==> src/rtl/shifter_operand_pipe_if.sv <==
// Request/response bundle for the shifter-operand pipeline.
// Handshake: a beat moves on a rising edge where valid && ready; the sender holds valid and payload
// steady until then, and ready never looks at valid from the same side.
interface shifter_operand_pipe_if #(
  parameter int DATA_W = 32,
  parameter int IMM_W  = 8
);
  localparam int AW = $clog2(DATA_W);

  logic              in_valid;
  logic              in_ready;
  logic [1:0]        sel;
  logic [1:0]        shift_type;
  logic [IMM_W-1:0]  imm;
  logic [3:0]        rotate_imm;
  logic [AW-1:0]     shift_imm;
  logic [DATA_W-1:0] rs;
  logic [DATA_W-1:0] rm;
  logic              carry_in;
  logic              out_valid;
  logic              out_ready;
  logic [DATA_W-1:0] shifter_operand;
  logic              carry_out;
  logic              out_err;

  modport master (
    output in_valid, sel, shift_type, imm, rotate_imm, shift_imm, rs, rm, carry_in, out_ready,
    input  in_ready, out_valid, shifter_operand, carry_out, out_err
  );

  modport slave (
    input  in_valid, sel, shift_type, imm, rotate_imm, shift_imm, rs, rm, carry_in, out_ready,
    output in_ready, out_valid, shifter_operand, carry_out, out_err
  );
endinterface

==> src/rtl/shifter_operand_pipe.sv <==
// Two-stage shifter-operand generator: stage 1 normalises the request into (operand, amount, type),
// stage 2 runs the barrel shifter and registers result, carry and error flag.
module shifter_operand_pipe #(
  parameter int DATA_W   = 32,
  parameter int IMM_W    = 8,
  parameter int RS_AMT_W = 8
) (
  input  logic clk,
  input  logic reset,
  input  logic flush,
  shifter_operand_pipe_if.slave p
);
  localparam int AW = $clog2(DATA_W);
  localparam logic [1:0] SEL_ROT = 2'b00, SEL_IMM = 2'b01, SEL_RES = 2'b11;
  localparam logic [1:0] LSL = 2'b00, LSR = 2'b01, ASR = 2'b10, ROR = 2'b11;

  logic                s1_valid;
  logic [DATA_W-1:0]   s1_op;
  logic [RS_AMT_W-1:0] s1_amt;
  logic [1:0]          s1_type;
  logic                s1_rrx, s1_err, s1_cin;

  logic                out_valid_q, carry_q, err_q;
  logic [DATA_W-1:0]   operand_q;

  logic                s2_adv;
  assign s2_adv     = !out_valid_q || p.out_ready;
  assign p.in_ready = !flush && (!s1_valid || s2_adv);

  // Immediate rotation is folded into a ROR of the zero-extended immediate, and the
  // shift_imm==0 encodings of LSR/ASR become an explicit shift by DATA_W.
  logic [DATA_W-1:0]   op_d;
  logic [RS_AMT_W-1:0] amt_d;
  logic [1:0]          type_d;
  logic                rrx_d, err_d;
  logic [AW-1:0]       rot_amt;
  always_comb begin
    rot_amt = AW'({p.rotate_imm, 1'b0});
    op_d    = p.rm;
    amt_d   = p.rs[RS_AMT_W-1:0];
    type_d  = p.shift_type;
    rrx_d   = 1'b0;
    err_d   = 1'b0;
    case (p.sel)
      SEL_ROT: begin
        op_d   = DATA_W'(p.imm);
        amt_d  = RS_AMT_W'(rot_amt);
        type_d = ROR;
      end
      SEL_IMM: begin
        amt_d = RS_AMT_W'(p.shift_imm);
        if (p.shift_imm == '0) begin
          if (p.shift_type == LSR || p.shift_type == ASR) amt_d = RS_AMT_W'(DATA_W);
          if (p.shift_type == ROR) rrx_d = 1'b1;
        end
      end
      SEL_RES: err_d = 1'b1;
      default: ;
    endcase
  end

  always_ff @(posedge clk or posedge reset) begin
    if (reset) begin
      s1_valid <= 1'b0;
      s1_op    <= '0;
      s1_amt   <= '0;
      s1_type  <= '0;
      s1_rrx   <= 1'b0;
      s1_err   <= 1'b0;
      s1_cin   <= 1'b0;
    end else if (flush) begin
      s1_valid <= 1'b0;
    end else if (!s1_valid || s2_adv) begin
      s1_valid <= p.in_valid;
      if (p.in_valid) begin
        s1_op   <= op_d;
        s1_amt  <= amt_d;
        s1_type <= type_d;
        s1_rrx  <= rrx_d;
        s1_err  <= err_d;
        s1_cin  <= p.carry_in;
      end
    end
  end

  // Shifting through a one-bit extension yields result and carry together for every amount,
  // including amounts at or beyond DATA_W.
  logic [DATA_W-1:0]   res_d;
  logic                carry_d;
  logic [2*DATA_W-1:0] rot_dbl;
  logic signed [DATA_W:0] asr_src, asr_res;
  always_comb begin
    res_d   = s1_op;
    carry_d = s1_cin;
    rot_dbl = {s1_op, s1_op} >> s1_amt[AW-1:0];
    asr_src = {s1_op, 1'b0};
    asr_res = asr_src >>> s1_amt;
    if (s1_err) begin
      res_d = '0;
    end else if (s1_rrx) begin
      res_d   = {s1_cin, s1_op[DATA_W-1:1]};
      carry_d = s1_op[0];
    end else if (s1_amt != '0) begin
      case (s1_type)
        LSL:     {carry_d, res_d} = {1'b0, s1_op} << s1_amt;
        LSR:     {res_d, carry_d} = {s1_op, 1'b0} >> s1_amt;
        ASR:     {res_d, carry_d} = asr_res;
        default: begin
          res_d   = rot_dbl[DATA_W-1:0];
          carry_d = rot_dbl[DATA_W-1];
        end
      endcase
    end
  end

  always_ff @(posedge clk or posedge reset) begin
    if (reset) begin
      out_valid_q <= 1'b0;
      operand_q   <= '0;
      carry_q     <= 1'b0;
      err_q       <= 1'b0;
    end else if (flush) begin
      out_valid_q <= 1'b0;
    end else if (s2_adv) begin
      out_valid_q <= s1_valid;
      if (s1_valid) begin
        operand_q <= res_d;
        carry_q   <= carry_d;
        err_q     <= s1_err;
      end
    end
  end

  assign p.out_valid       = out_valid_q;
  assign p.shifter_operand = operand_q;
  assign p.carry_out       = carry_q;
  assign p.out_err         = err_q;

  generate
    if (RS_AMT_W < DATA_W) begin : g_rs_hi
      logic unused_rs_hi;
      assign unused_rs_hi = ^p.rs[DATA_W-1:RS_AMT_W];
    end
  endgenerate
endmodule

==> src/flat_wrapper.sv <==
// flat-port wrapper written by rule: the top's interface ports become plain ports
module shifter_operand_pipe_flat 
#(
  parameter int DATA_W   = 32,
  parameter int IMM_W    = 8,
  parameter int RS_AMT_W = 8
)
  (clk, reset, flush, p_in_valid, p_sel, p_shift_type, p_imm, p_rotate_imm, p_shift_imm, p_rs, p_rm, p_carry_in, p_out_ready, p_in_ready, p_out_valid, p_shifter_operand, p_carry_out, p_out_err);
  shifter_operand_pipe_if #(.DATA_W(DATA_W), .IMM_W(IMM_W)) p_i ();
  input  logic clk;
  input  logic reset;
  input  logic flush;
  input wire logic [$bits(p_i.in_valid)-1:0] p_in_valid;
  input wire logic [$bits(p_i.sel)-1:0] p_sel;
  input wire logic [$bits(p_i.shift_type)-1:0] p_shift_type;
  input wire logic [$bits(p_i.imm)-1:0] p_imm;
  input wire logic [$bits(p_i.rotate_imm)-1:0] p_rotate_imm;
  input wire logic [$bits(p_i.shift_imm)-1:0] p_shift_imm;
  input wire logic [$bits(p_i.rs)-1:0] p_rs;
  input wire logic [$bits(p_i.rm)-1:0] p_rm;
  input wire logic [$bits(p_i.carry_in)-1:0] p_carry_in;
  input wire logic [$bits(p_i.out_ready)-1:0] p_out_ready;
  output wire logic [$bits(p_i.in_ready)-1:0] p_in_ready;
  output wire logic [$bits(p_i.out_valid)-1:0] p_out_valid;
  output wire logic [$bits(p_i.shifter_operand)-1:0] p_shifter_operand;
  output wire logic [$bits(p_i.carry_out)-1:0] p_carry_out;
  output wire logic [$bits(p_i.out_err)-1:0] p_out_err;
  assign p_i.in_valid = p_in_valid;
  assign p_i.sel = p_sel;
  assign p_i.shift_type = p_shift_type;
  assign p_i.imm = p_imm;
  assign p_i.rotate_imm = p_rotate_imm;
  assign p_i.shift_imm = p_shift_imm;
  assign p_i.rs = p_rs;
  assign p_i.rm = p_rm;
  assign p_i.carry_in = p_carry_in;
  assign p_i.out_ready = p_out_ready;
  assign p_in_ready = p_i.in_ready;
  assign p_out_valid = p_i.out_valid;
  assign p_shifter_operand = p_i.shifter_operand;
  assign p_carry_out = p_i.carry_out;
  assign p_out_err = p_i.out_err;
  shifter_operand_pipe #(.DATA_W(DATA_W), .IMM_W(IMM_W), .RS_AMT_W(RS_AMT_W)) u_core (.clk(clk), .reset(reset), .flush(flush), .p(p_i));
endmodule
==> config.mk <==
export PLATFORM = sky130hd
export DESIGN_NAME = shifter_operand_pipe_flat
export DESIGN_NICKNAME = d
export VERILOG_FILES = /design/src/rtl/shifter_operand_pipe_if.sv /design/src/rtl/shifter_operand_pipe.sv /design/src/flat_wrapper.sv
export SDC_FILE = /design/constraint.sdc
export NUM_CORES = 1
export LEC_CHECK = 0
export BUFFER_PORTS_ARGS = -buffer_cell sky130_fd_sc_hd__clkbuf_2
export CAP_MARGIN = 0
export CORE_MARGIN = 8
export CORE_UTILIZATION = 35
export DETAILED_ROUTE_END_ITERATION = 8
export RECOVER_POWER = 100
export SYNTH_ARGS = -nofsm -noshare
export SYNTH_HDL_FRONTEND = slang
export SYNTH_SLANG_ARGS = --single-unit
==> constraint.sdc <==
create_clock -name clk -period 4.6 [get_ports clk]
set_clock_uncertainty 0.15 [all_clocks]
set_input_delay 0.69 -clock clk [delete_from_list [all_inputs] [get_ports clk]]
set_output_delay 0.69 -clock clk [all_outputs]
set_load 0.02 [all_outputs]
Word level (Yosys, flattened, before mapping)

Cells that the tools add are included.

Register bits after elaboration: 81
Input port bits: 91
Output and inout bits: 36
Logic and storage cells: 59

Equality and inequality tests: 7
Shift-type cells: 4
Multiplexer cells: 21
Bitwise operators: 1
Reduce and logical (&&, ||, !) cells: 15

Operators by type and width:

| operator                                            | number |
|---|---|
| two-way mux 32 bit                                  | 4 |
| one-hot mux 32 bit (3 select lines)                 | 1 |
| right shift 64 x 5 -> 32 bit                        | 1 |
| left shift 32 x 8 -> 33 bit                         | 1 |
| right shift 33 x 8 -> 33 bit                        | 1 |
| >>> shifter 33 x 8 -> 33 bit                        | 1 |
| one-hot mux 8 bit (2 select lines)                  | 1 |
| two-way mux 1 bit                                   | 11 |
| equality test 2 bit, second input constant          | 4 |
| two-way mux 8 bit                                   | 1 |
| nonzero test 8 bit                                  | 1 |
| equality test 2 x 1 -> 1 bit, second input constant | 3 |
| two-way mux 6 bit                                   | 1 |
| AND reduction 3 bit                                 | 2 |
| logical NOT 5 bit                                   | 1 |
| logical NOT 2 bit                                   | 2 |
| nonzero test 2 bit                                  | 2 |
| logical NOT 1 bit                                   | 3 |
| logical OR 1 bit                                    | 3 |
| one-hot mux 1 bit (3 select lines)                  | 1 |
| two-way mux 2 bit                                   | 1 |
| logical AND 1 bit                                   | 1 |
| inverter 1 bit                                      | 1 |

Depth between registers and ports, before layout

Gate-level depths: netlist (run 1).

Depth in word-level cells: 5
Mapped depth: 11
Depth with buffers taken out: 6

Worst setup path after synthesis (run 1)

OpenSTA, ideal clock, no wires.

Kind: input to register
Start: in p_out_ready
End: reg u_core.operand_q[23] (netlist: u_core.p.shifter_operand[23])
Setup time: 82 ps
Arrival time: 2335 ps
Data required time: 4368 ps
Setup slack: 2033 ps
Stages on the path: 9
Path buffers: 5
Path through: nor2b_1 clkbuf_1 or2_0 clkbuf_1 clkbuf_1 buf_2 buf_1 a21oi_1 a31oi_1

Word-level cells in the longest chain between the ends: 2

Ends and longest elaborated chain:

| what                                 | line                        | RTL |
|---|---|---|
| start, declared                      | flat_wrapper.sv:22          | `input wire logic [$bits(p_i.out_ready)-1:0] p_out_ready;` |
| logical OR 1 bit                     | shifter_operand_pipe.sv:27  | `assign s2_adv = !out_valid_q \|\| p.out_ready;` |
| AND reduction 3 bit (no source line) | --                          |  |
| end signal, assigned                 | shifter_operand_pipe.sv:127 | `operand_q <= res_d;` |
| end, declared                        | shifter_operand_pipe.sv:24  | `logic [DATA_W-1:0] operand_q;` |

Every way passes these cells.
A chain may end at the register's enable or synchronous reset.

Final worst setup path (run 1)

Start: reg u_core.s1_amt[3]
End: reg u_core.operand_q[28] (netlist: u_core.p.shifter_operand[28])

Word-level cells in the longest chain between the ends: 5
Elaborated cells between the ends (all ways): 9
Classes of those cells: shift: 4; mux: 4; reduce/logical: 1

Ends and longest elaborated chain:

| what                                                       | line                        | RTL |
|---|---|---|
| start, declared                                            | shifter_operand_pipe.sv:19  | `logic [RS_AMT_W-1:0] s1_amt;` |
| start signal, assigned                                     | shifter_operand_pipe.sv:77  | `s1_amt <= amt_d;` |
| >>> shifter 33 x 8 -> 33 bit, or another cell as far along | shifter_operand_pipe.sv:97  | `asr_res = asr_src >>> s1_amt;` |
| one-hot mux 32 bit (3 select lines)                        | shifter_operand_pipe.sv:104 | `case (s1_type)` |
| two-way mux 32 bit *                                       | shifter_operand_pipe.sv:103 | `end else if (s1_amt != '0) begin` |
| two-way mux 32 bit *                                       | shifter_operand_pipe.sv:100 | `end else if (s1_rrx) begin` |
| two-way mux 32 bit *                                       | shifter_operand_pipe.sv:98  | `if (s1_err) begin` |

Mark *: on every way between the ends. The rest lies on a longest branch, timed or not.

==> results.yml, run 1 <==
grt:
  grt_pass1_wl_microns: 92900
  grtUsageMet3: 0.104
  use_met1: 0.431
  grt_pass1_vias: 12600
  grt-busiest-layer: "met2"
  antenna_found_initial: 5
  overflow: 0
  grt_max_degree: 66
  met2_usage: 0.478
  grt.total_usage: 0.330
final_layout:
  instances_no_fill: 1818
  nNetsFinal: 1502
  final_cell_mix: "nand2_1, o21ai_0, nor2_1"
  drive_above_1_share: 0.224
  post-route-util: 0.390
  layout_commonest_cell: "nand2_1"
  stdcell_area_sq_um: 12300
  syn_to_final_growth_pct: 9.57
die:
  die_h_microns: 195
  fp.dieW_microns: 195
  core_sq_um: 31600
  ios: 127
  rows: 65
  initial_core_util: 0.356
  die_area_sq_um: 38100
min_path:
  min-delay-start: "u_core.p.out_err"
  hold_class: "reg2reg"
  hold_depth: 2
  hold_end: "u_core.p.out_err"
cts:
  post_cts_buffers: 0
  cts_tree: "yes"
  cts_max_level: 3
  clkTransAtPathRegs_ns: 0.07
  cts-resized-gates: 0
  ctsHoldBuffers: 0
  numCtsBuffers: 9
  clkLatencyLatePin_ns: 0.39
  cts_sinks: 81
  cts_max_path_buffers: 2
  cts-root-buf: "clkbuf_16"
timing:
  max_freq_mhz: 234
  setup_violations: 0
  drv_slew: 47
  final-hold-violation-count: 0
  rsz0062_at_grt: "no"
  worstMarginPinSlew_ns: 2.36
  relSlewSlack: -0.579
  period_share: 0.929
  period_needed_ns: 4.27
  setup-tns-final_ns: 0
placed_design:
  dp_hpwl_microns: 48400
  placed_area_sq_um: 12100
  numPortBuffers: 102
  dp.cells: 1801
  place_congestion: 1.11
yosys:
  synth_flop_cell: "dfrtp_1"
  synth_area_sq_um: 11200
  synth-seq-cells: 81
  synthTopCellsByArea: "dfrtp_1, mux4_2, mux2_2"
  synth_top_area_cell: "dfrtp_1"
  synth.distinct_cells: 86
  seq_area_frac_synth: 0.180
  synth_nets: 1478
  yosys_warnings: 0
  avgSynthCellArea_sq_um: 8.10
  synthArstFlopShare: 1.00
  synthCells: 1386
  synth_top_area_frac: 0.180
  synth_edf_count: 0
flow_run:
  drv_cap: 1
power:
  p_sw_frac: 0.537
  finalPower_mw: 5.01
  switchingPower_mw: 2.69
  intPower_mw: 2.32
  leakage_nw: 4.77
  pwr-share-seq: 0.253
  max-vdd-ir-drop_mv: 0.237
  p_comb_frac: 0.598
  power.density_nw_per_um2: 407
  p_clk_frac: 0.149
worst_setup_path:
  path_max_fanout: 65
  r2r_setup_slack_ns: 0.33
  worstSetupPathType: "reg2reg"
  end_kind: "register"
  reg2reg_from: "u_core.s1_amt[3]"
  r2r-end: "u_core.p.shifter_operand[28]"
  arrival_ns: 4.40
  reg2reg_depth: 6
  setup.worst_path.start_class: "register"
  cp.required_ns: 4.73
drt:
  drtPass1Iterations: 6
  detail_route.iter0.violations: 1976
  viasPerCell: 7.16
  drc: 0
  drt-total-wl_microns: 64200
  routedWlPerCell_microns: 35.3
  num_vias: 13000
  ant_nets: 0
run_status:
  outcome: "finished with violations"
  violations: "max-capacitance violations, max-slew violations"
## sequential cells by signal, indices dropped and copies added, names as in the netlist
signal / flops
u_core.s1_type: 2
u_core.s1_amt: 8
u_core.p.shifter_operand: 32
u_core.s1_rrx: 1
u_core.s1_cin: 1
u_core.s1_op: 32
u_core.p.out_err: 1
u_core.p.carry_out: 1
u_core.s1_err: 1
u_core.p.out_valid: 1
u_core.s1_valid: 1
## through the flow
stage          hold WS (ns)  setup WS (ns)
2_1_floorplan         0.362           1.68
3_3_place_gp          0.312          0.721
3_5_place_dp          0.329          0.800
4_1_cts               0.324          0.794
5_1_grt               0.347          0.305
6_report              0.333          0.325
## cell families after synthesis
group / share of synthesized area
and+or+nand+nor: 0.191
AOI/OAI and AO/OA: 0.279
muxes: 0.273
buffers and inverters: 0.0735
DFF: 0.180
xor gates and xnor gates: 0.00156
adders and majority gates: 0.00111
## power groups by stage
stage / clock network (mW) / registers, mW / logic (mW)
global route: 0.783 / 1.27 / 3.09
CTS: 0.753 / 1.24 / 2.89
floorplan: 0 / 0.998 / 1.93
finish: 0.746 / 1.27 / 2.99
detailed placement: 0 / 1.25 / 2.88
global placement: 0 / 1.25 / 2.88
## critical path, stage by stage, from the launching register on
cell and delay, ns:
dfrtp_2 1.34, clkbuf_2 0.67, nor2_1 0.46, a32o_1 0.35
a221oi_1 0.61, a31oi_1 0.20, or3_1 0.38
## synthesized netlist by cell type (7+ instances only)
cell       number
buf_2          37
a22o_1         14
o22ai_1        25
nand2_1       193
a21oi_1        53
nor2b_1        15
inv_1          12
or2_2           9
nor4_1          8
nand2b_1       17
mux4_2         66
dfrtp_1        81
o21a_1          8
a211oi_1       29
buf_4           8
mux2_2         69
a21o_1         11
o2111ai_1       9
o211ai_1       23
and3_1         11
a32oi_1         9
a221oi_1        9
a22oi_1        28
nor2_1         96
buf_1          12
o21ai_0       103
buf_6           7
or3_1          11
a311oi_1        7
nand3_1        36
a2111oi_0      11
a221o_1        10
nor3_1         32
o31ai_1         9
mux2i_1        73
a31oi_1        19
clkbuf_1       96
## final cells by class
| type | count | area (sq um) |
|---|---|---|
| flip-flops and latches | 81 | 2040 |
| clock inverters | 5 | 30.0 |
| repair buffers | 176 | 1030 |
| well taps | 402 | 503 |
| fillers | 3330 | 19200 |
| multi-input cells | 1127 | 8390 |
| diodes | 1 | 2.50 |
| inverters | 15 | 57.6 |
| clock buffers | 11 | 253 |
## how the worst max path moves through the flow
stage	startpoint	to	slack, ns
2_1_floorplan	reset	u_core.p.carry_out	1.68
3_3_place_gp	u_core.s1_amt[0]	u_core.p.shifter_operand[16]	0.72
3_5_place_dp	u_core.s1_amt[0]	u_core.p.shifter_operand[16]	0.80
4_1_cts	u_core.s1_amt[0]	u_core.p.shifter_operand[16]	0.79
5_1_grt	u_core.s1_amt[3]	u_core.p.shifter_operand[16]	0.31
6_report	u_core.s1_amt[3]	u_core.p.shifter_operand[28]	0.33
## per-layer routing
| metal | vias to the layer above | routed length, microns |
|---|---|---|
| met5 | - | 35 |
| met4 | 4 | 3750 |
| met3 | 222 | 8210 |
| met2 | 998 | 26700 |
| met1 | 6402 | 25500 |
| li1 | 5396 | - |
Note: power is estimated with default switching activity, not from simulation.
==> run 2, diff against run 1 <==
--- a/config.mk
+++ b/config.mk
@@ -5,6 +5,7 @@
 export SDC_FILE = /design/constraint.sdc
 export NUM_CORES = 1
 export LEC_CHECK = 0
+export ABC_AREA = 1
 export BUFFER_PORTS_ARGS = -buffer_cell sky130_fd_sc_hd__clkbuf_2
 export CAP_MARGIN = 0
 export CORE_MARGIN = 8
==> run 2 against run 1 <==
  * The run still ends with max-capacitance violations, max-slew violations left
  * Worst hold slack hardly changed
  * Final cell count is 12% higher
  * Final area is 17% lower
  * Synthesized cell count is 21% higher
  * Register-to-register slack better by 0.76 ns
  * Sequential share of layout area is 3.4 points higher
  * Non-clock buffer count is 45 lower
  * Core utilization is 0.86 points lower
  * Critical endpoint is now u_core.p.shifter_operand[18]
==> results.yml, run 2 <==
run_status:
  outcome: "finished with violations"
  violations: "max-capacitance violations, max-slew violations"
worst_setup_path:
  cp.required_ns: 4.67
  arrival_ns: 3.58
  worstSetupPathType: "reg2reg"
  setup.worst_path.start_class: "register"
  path_max_fanout: 14
  end_kind: "register"
placed_design:
  dp_worst_setup_slack_ns: 1.42
  numPortBuffers: 102
  dp_hpwl_microns: 34700
  place_congestion: 1.04
drt:
  routedWlPerCell_microns: 21.9
  drtPass1Iterations: 6
  viasPerCell: 5.82
  detail_route.iter0.violations: 1422
  ant_nets: 0
  drt-total-wl_microns: 44700
  num_vias: 11900
  drc: 0
cts:
  ctsHoldBuffers: 0
  cts_max_path_buffers: 2
  post_cts_buffers: 0
  clkLatencyLatePin_ns: 0.35
  cts_tree: "yes"
  numCtsBuffers: 9
  cts_sinks: 81
  cts-root-buf: "clkbuf_16"
  clkTransAtPathRegs_ns: 0.07
  cts_max_level: 3
  cts-resized-gates: 0
grt:
  grt.total_usage: 0.266
  antenna_found_initial: 0
  overflow: 0
  grt_max_degree: 74
  grt_pass1_wl_microns: 67100
  grt_pass1_vias: 11000
final_layout:
  post-route-util: 0.381
  final_cell_mix: "nand2_1, nand3_1, o21ai_0"
  multi_input_area_sq_um: 6370
  nFillCells: 3046
  layout_commonest_cell: "nand2_1"
  syn_to_final_growth_pct: 8.20
  seq_area_sq_um: 2030
  drive_above_1_share: 0.101
  nNetsFinal: 1790
  antenna_cells: 0
die:
  core_sq_um: 26700
  initial_core_util: 0.352
  die_area_sq_um: 32300
  rows: 60
  die_h_microns: 180
  ios: 127
  fp.dieW_microns: 180
min_path:
  hold_class: "reg2reg"
yosys:
  synth_edf_count: 0
  synth_nets: 1766
  synth_area_sq_um: 9390
  synth_flop_cell: "dfrtp_1"
  synth_top_area_cell: "nand2_1"
  synth.most_common_cell: "nand2_1"
  seq_area_frac_synth: 0.216
  synth_top_area_frac: 0.263
  synth.distinct_cells: 43
  synth-seq-cells: 81
  synthArstFlopShare: 1.00
  avgSynthCellArea_sq_um: 5.61
  synthTopCellsByArea: "nand2_1, dfrtp_1, nand3_1"
  yosys_warnings: 0
  synth_common_cells: "nand2_1, nand3_1, inv_1, dfrtp_1, a21oi_1"
  synthCells: 1674
timing:
  worstMarginPinSlew_ns: 2.49
  drv_slew: 54
  setup-tns-final_ns: 0
  rsz0062_at_grt: "no"
  max_freq_mhz: 285
  relSlewSlack: -0.671
  timing.final.ws_setup_ns: 1.09
  hold_ws_ns: 0.333
  setup_violations: 0
  period_share: 0.764
  final-hold-violation-count: 0
  period_needed_ns: 3.51
power:
  p_comb_frac: 0.586
  pwr-share-seq: 0.234
  switchingPower_mw: 2.33
  max-vdd-ir-drop_mv: 0.283
  leakage_nw: 5.16
  p_clk_frac: 0.180
  power.density_nw_per_um2: 425
  intPower_mw: 1.99
  p_sw_frac: 0.539
flow_run:
  drv_cap: 1
run 2: changes by cell type after synthesis, sizes merged, moves of 17 or more:
cell and delta:
o22ai -23, mux2 -74, buf +19, nor3 -28
nand2 +484, nand3 +297, inv +77, mux4 -66
a21oi +29, clkbuf -64, nand2b -17, nor2 -25
mux2i -73, a211oi -30
run 2: cells by family (layout without fill, tap and decap cells):
group / after synthesis / count (layout) / synth area share
flip-flops: 81 / 81 / 0.216
adder cells (fa/ha/maj): 1 / 1 / 0.00133
buffers and inverters: 210 / 239 / 0.105
AO/OA/AOI/OAI: 258 / 258 / 0.158
AND/OR/NAND/NOR: 1124 / 1124 / 0.521
run 2: metal layers:
layer,GRT usage,wire length [microns],vias to the layer above
met3,0.0391,4120,128
met4,0.174,3240,0
li1,-,-,5608
met1,0.346,18100,5446
met2,0.407,19200,712
met5,0,0,-
run 2: critical path, stage by stage, from the launching register on:
cell	delay (ns)
dfrtp_1	0.64
clkinv_1	0.53
clkbuf_1	0.55
nand3_1	0.23
o21a_1	0.15
nand2_1	0.07
nand3_1	0.10
nand3_1	0.10
o211ai_1	0.13
nand3_1	0.22
o21ai_0	0.42
nand2_1	0.10
run 2: area by class of cell:
class / instances / share of cell area
Timing Repair Buffer: 131 / 0.0660
Sequential cell: 81 / 0.200
Tap cell: 341 / 0.0420
Multi-Input combinational cell: 1383 / 0.627
Clock buffer: 10 / 0.0235
Inverter: 92 / 0.0346
Clock inverter: 6 / 0.00714
run 2: through the flow:
| stage | instances | power [mW] | instance area [sq um] |
|---|---|---|---|
| final | 2044 | 4.32 | 10200 |
| after global routing | 2044 | 4.59 | 10200 |
| after CTS | 2044 | 4.30 | 10200 |
| after detailed placement | 2028 | 3.52 | 9920 |
| after global placement | 2028 | 3.52 | 9920 |
| after floorplan | 1674 | 2.72 | 9390 |
run 2: path summary, 6_finish.rpt:
kind / startpoint / endpoint / slack (ns) / cells past startpoint
setup reg to reg: u_core.s1_amt[7] / u_core.p.shifter_operand[18] / 1.09 / 11
min in group asynchronous: reset / u_core.s1_op[17] / 0.85 / 2
hold reg to reg: u_core.p.shifter_operand[29] / u_core.p.shifter_operand[29] / 0.33 / 2
setup / recovery: u_core.s1_amt[7] / u_core.p.shifter_operand[18] / 1.09 / 11
hold / removal: u_core.p.shifter_operand[29] / u_core.p.shifter_operand[29] / 0.33 / 2
max in group asynchronous: reset / u_core.p.shifter_operand[22] / 2.17 / 3
run 2: power groups by stage:
stage,Combinational [mW],Sequential (mW),Clock [mW]
after floorplan,1.68,1.04,0
after global placement,2.50,1.02,0
after detailed placement,2.50,1.02,0
after CTS,2.51,1.01,0.777
after global routing,2.77,1.02,0.798
final,2.53,1.01,0.776
